$ cat src/rtl/reg_seq_pkg.sv
// reg_seq_pkg: shared op/state encodings and size defaults for reg_file_sequencer
package reg_seq_pkg;
  localparam int ADDR_WIDTH_DEF = 6;
  localparam int DATA_WIDTH_DEF = 16;
  localparam int DEPTH_DEF = 64;
  typedef enum logic [1:0] {
    OP_READ  = 2'b00,
    OP_WRITE = 2'b01,
    OP_CLEAR = 2'b10,
    OP_RSVD  = 2'b11
  } op_e;
  typedef enum logic [2:0] {
    ST_IDLE,
    ST_WRITE,
    ST_READ,
    ST_CLEAR,
    ST_RESP
  } state_e;
endpackage

$ cat src/rtl/reg_file_sequencer.sv
// reg_file_sequencer: command-driven read/write/clear-all sequencer for an external register file
module reg_file_sequencer
  import reg_seq_pkg::*;
#(
  parameter int ADDR_WIDTH = ADDR_WIDTH_DEF,
  parameter int DATA_WIDTH = DATA_WIDTH_DEF,
  parameter int DEPTH = DEPTH_DEF
) (
  input  logic                  Clock,
  input  logic                  nReset,
  input  logic                  CmdValid,
  output logic                  CmdReady,
  input  logic [1:0]            CmdOp,
  input  logic [ADDR_WIDTH-1:0] CmdAddr,
  input  logic [DATA_WIDTH-1:0] CmdData,
  output logic                  RspValid,
  input  logic                  RspReady,
  output logic [DATA_WIDTH-1:0] RspData,
  output logic                  RspError,
  output logic [ADDR_WIDTH-1:0] RfAddressA,
  output logic [DATA_WIDTH-1:0] RfWriteData,
  output logic                  RfWriteEnable,
  output logic [ADDR_WIDTH-1:0] RfAddressB,
  input  logic [DATA_WIDTH-1:0] RfReadDataB,
  output logic                  Busy
);
  state_e state_q, state_d;
  logic [ADDR_WIDTH-1:0] addr_q, addr_d, cnt_q, cnt_d;
  logic [DATA_WIDTH-1:0] data_q, data_d, rsp_data_q, rsp_data_d;
  logic rsp_err_q, rsp_err_d;
  op_e cmd_op;
  assign cmd_op = op_e'(CmdOp);
  assign CmdReady = state_q == ST_IDLE;
  assign Busy = state_q != ST_IDLE;
  assign RspValid = state_q == ST_RESP;
  assign RspData = rsp_data_q;
  assign RspError = rsp_err_q;
  always_ff @(posedge Clock or negedge nReset)
    if (!nReset) begin
      state_q <= ST_IDLE;
      addr_q <= '0;
      data_q <= '0;
      cnt_q <= '0;
      rsp_data_q <= '0;
      rsp_err_q <= 1'b0;
    end else begin
      state_q <= state_d;
      addr_q <= addr_d;
      data_q <= data_d;
      cnt_q <= cnt_d;
      rsp_data_q <= rsp_data_d;
      rsp_err_q <= rsp_err_d;
    end
  always_comb begin
    state_d = state_q;
    addr_d = addr_q;
    data_d = data_q;
    cnt_d = cnt_q;
    rsp_data_d = rsp_data_q;
    rsp_err_d = rsp_err_q;
    RfWriteEnable = 1'b0;
    RfAddressA = '0;
    RfWriteData = '0;
    RfAddressB = '0;
    case (state_q)
      ST_IDLE:
        if (CmdValid) begin
          state_d = cmd_op == OP_WRITE ? ST_WRITE :
                    cmd_op == OP_READ  ? ST_READ  :
                    cmd_op == OP_CLEAR ? ST_CLEAR : ST_RESP;
          cnt_d = '0;
          // reserved ops answer immediately and never touch the address/data latches
          if (cmd_op == OP_RSVD) begin
            rsp_data_d = '0;
            rsp_err_d = 1'b1;
          end else begin
            addr_d = CmdAddr;
            data_d = CmdData;
          end
        end
      ST_WRITE: begin
        RfWriteEnable = 1'b1;
        RfAddressA = addr_q;
        RfWriteData = data_q;
        rsp_data_d = data_q;
        rsp_err_d = 1'b0;
        state_d = ST_RESP;
      end
      ST_READ: begin
        RfAddressB = addr_q;
        rsp_data_d = RfReadDataB;
        rsp_err_d = 1'b0;
        state_d = ST_RESP;
      end
      ST_CLEAR: begin
        RfWriteEnable = 1'b1;
        RfAddressA = cnt_q;
        RfWriteData = data_q;
        cnt_d = cnt_q + 1'b1;
        if (cnt_q == ADDR_WIDTH'(DEPTH - 1)) begin
          cnt_d = '0;
          rsp_data_d = data_q;
          rsp_err_d = 1'b0;
          state_d = ST_RESP;
        end
      end
      ST_RESP:
        if (RspReady) state_d = ST_IDLE;
      default: state_d = ST_IDLE;
    endcase
  end
endmodule

$ cat config.mk
export PLATFORM = sky130hd
export DESIGN_NAME = reg_file_sequencer
export DESIGN_NICKNAME = d
export VERILOG_FILES = /design/src/rtl/reg_seq_pkg.sv /design/src/rtl/reg_file_sequencer.sv
export SDC_FILE = /design/constraint.sdc
export NUM_CORES = 1
export LEC_CHECK = 0
export CAP_MARGIN = 20
export CORE_UTILIZATION = 40
export DETAILED_ROUTE_END_ITERATION = 10
export PLACE_DENSITY_LB_ADDON = 0.25
export SYNTH_ARGS = -nofsm -noshare
export SYNTH_HDL_FRONTEND = slang
export SYNTH_SLANG_ARGS = --single-unit
$ cat constraint.sdc
create_clock -name Clock -period 1.6 [get_ports Clock]
set_input_delay 0.16 -clock Clock [delete_from_list [all_inputs] [get_ports Clock]]
set_output_delay 0.16 -clock Clock [all_outputs]
set_load 0.03 [all_outputs]
==> run metrics <==
CTS tree yes; DRT iter0 DRCs 122; power density over the cells 1590 nW/um^2; max-slew violations 0; nets@finish 397; endpoints failing setup 19; Clock Power Share 12.2%; Worst EP arrival 1490 ps; Slew headroom 70.4%; skew final 11.5 ps; Synthesized Nets 280; CP most frequent cell buf_6; Die Outline Area 6440 um^2; initial core utilization 41.3%; CTS buffer count 5; RePlAce Congestion 0.813; first-pass GRT wire length 10.6 mm; H-tree Lvls 2; Setup WS post-layout -54.0 ps; I/O Buffers 92; clk root buf clkbuf_8; Tot GR Track Use 21.8%; fin crit period 1650 ps; CP top delay family buffers and inverters; final wirelength 6.71 mm; Critical Path RT 1440 ps; Fin. Hold Viols 0; Yosys Warn Count 0; Setup crit start kind register; post-synth top area cell dfrtp_1; run status finished, violations left; clock-pin slew on the worst setup and hold paths 90 ps; Critical Path Sink Type output port; met2 global-route usage 39.9%; DP HPWL 4.74 mm; core box area 5920 um^2; Longest Clk Path Bufs 2; row cnt 28; met1 Use GR 25.8%; Buf/Inv on CP 4; vias in the first global route 2292; Clock Sinks 48; Post-route DRC 0; Max-Cap Viols 0; setup tns final -569 ps; wire length per cell 15.9 um; class of the worst hold path in2async; total net switching power 2470 uW; Seq/Total Area, Yosys 49.1%; VDD IR max 0.000960 V; post-synth top area share 49.1%; most frequent cells in the layout 59 x clkdlybuf4s50_1, 46 x dfrtp_1, 32 x buf_4; CP Max Fanout 9; met3 usage 4.09%; sw frac 40.4%; top cells by area, synth dfrtp_1 49%, mux2_2 9.7%, a21oi_1 5.5%, a22oi_1 4.9%, and2_1 4.3%; P_leak 0.00169 uW; Remaining Overflow, GRT 0; area grow syn2layout 57.2%; Netlist cell types 29; initial antenna violation count 0; largest net degree at the start of global routing 23; cell-internal power 3650 uW; clk_lat worst skew 300 ps; vias per cell 5.21; Final period util 103%; busiest grt layer met2; vias 2205; f_max 0.605 GHz; Cell Area, Synth 2450 um^2; CP peak stage delay 440 ps; Worst path slowest cell dfrtp_2; Die X 80.2 um; share of cells above drive strength 1 37.1%; Syn Area/Cell 10.6 um^2; drt pass-1 iters 4; Slew @ Worst Pin 444 ps; most common cell after layout, fill and taps aside clkdlybuf4s50_1; final antenna diode count 0; flops & latches, synth 48; Cells after Synth 230; violated checks setup timing; worst path cell trace buf_6 > nand2_4 > clkinvlp_4 > buf_6 > and2_2 > buf_6; Min Hold Slack 333 ps; Comb pwr share 52.9%; Sequential Power Share 34.9%; Power Total 6130 uW; Top Ports 93; Setup CP Type reg2out; number of routed nets with antenna violations 0; die height 80.2 um; RSZ-0062 raised after global routing true
cells by family (layout without fill, tap and decap cells):
kind of cell	Yosys count	count (layout)	share of synthesized area (%)
AND/OR/NAND/NOR	56	56	12.3
AO/OA/AOI/OAI	70	70	18.6
flip-flops	48	48	49.1
buffers and inverters	22	140	4.45
adder cells (fa/ha/maj)	6	6	3.07
multiplexers	28	28	12.6
metrics by stage:
step	worst slack, ps	cells	util [%]	instance area, um^2
4_1_cts	-40.5	422	64.2	3800
3_5_place_dp	-62.8	406	59.6	3530
6_report	-54.0	423	65.0	3850
5_1_grt	-109	423	65.0	3850
3_3_place_gp	-38.2	406	59.6	3530
2_1_floorplan	-72.1	230	-	2480
cell type report:
class / instances / area (um^2)
clock buffer: 8 / 90.1
fill: 490 / 2070
inverter: 7 / 30.0
multi-input combinational: 160 / 1210
sequential: 48 / 1200
tap: 75 / 93.8
timing repair buffer: 125 / 1220
Yosys cell counts:
library cell  number
buf_2              6
inv_1              7
buf_6              2
nand3b_1           2
dfrtp_1           48
buf_4              1
and2_1            17
a21oi_1           27
o21ai_0            9
clkbuf_1           6
and3_1             6
a21oi_2           11
ha_1               6
o21ai_4            1
nand2_1            9
nand4_1            1
a22oi_1           16
nand3_1            5
nor3_2             1
a22o_1             1
mux2_2            21
mux2_1             1
nor3_1             2
mux2i_1            6
nor2b_1            1
and3b_1            1
a31oi_1            4
o211ai_1           1
nor2_1            11
worst paths after layout:
path,from,to,slack [ps],cells past startpoint
max,state_q[0]$_DFFE_PN0P_,RfWriteData[14],-50,6
min,nReset,data_q[1]$_DFFE_PN0P_,330,2
max reg2reg,state_q[0]$_DFFE_PN0P_,addr_q[2]$_DFFE_PN0P_,50,5
min reg2reg,cnt_q[5]$_DFFE_PN0P_,cnt_q[5]$_DFFE_PN0P_,510,1
max in group asynchronous,nReset,data_q[14]$_DFFE_PN0P_,680,3
min in group Clock,CmdData[11],data_q[11]$_DFFE_PN0P_,470,2
routing by layer:
metal	part of all wire (%)	vias up
met5	0	-
met4	1.2	0
met3	4.1	6
met2	53	64
met1	42	1082
li1	-	1053
power by group through the flow:
stage / clock, uW / sequential [uW] / combinational (uW)
after floorplan: 0 / 2480 / 1460
after global placement: 0 / 2130 / 2950
after detailed placement: 0 / 2150 / 3020
after CTS: 755 / 2120 / 3200
after global routing: 820 / 2200 / 3450
final: 747 / 2140 / 3240
state kept, by name (all words and copies together), names as in the netlist:
register and flops:
RspData 16, RspError 1, addr_q 6, cnt_q 6, data_q 16, state_q 3
repair_timing:
item / CTS / global route
pin swaps: 3 / 2
hold buffers: 1 / 0
setup endpoints to repair: 29 / 52
gates resized for setup: 40 / 16
setup buffers: 7 / 2
endpoints found under the hold margin: 17 / 0
Note: power is estimated with default switching activity, not from simulation.
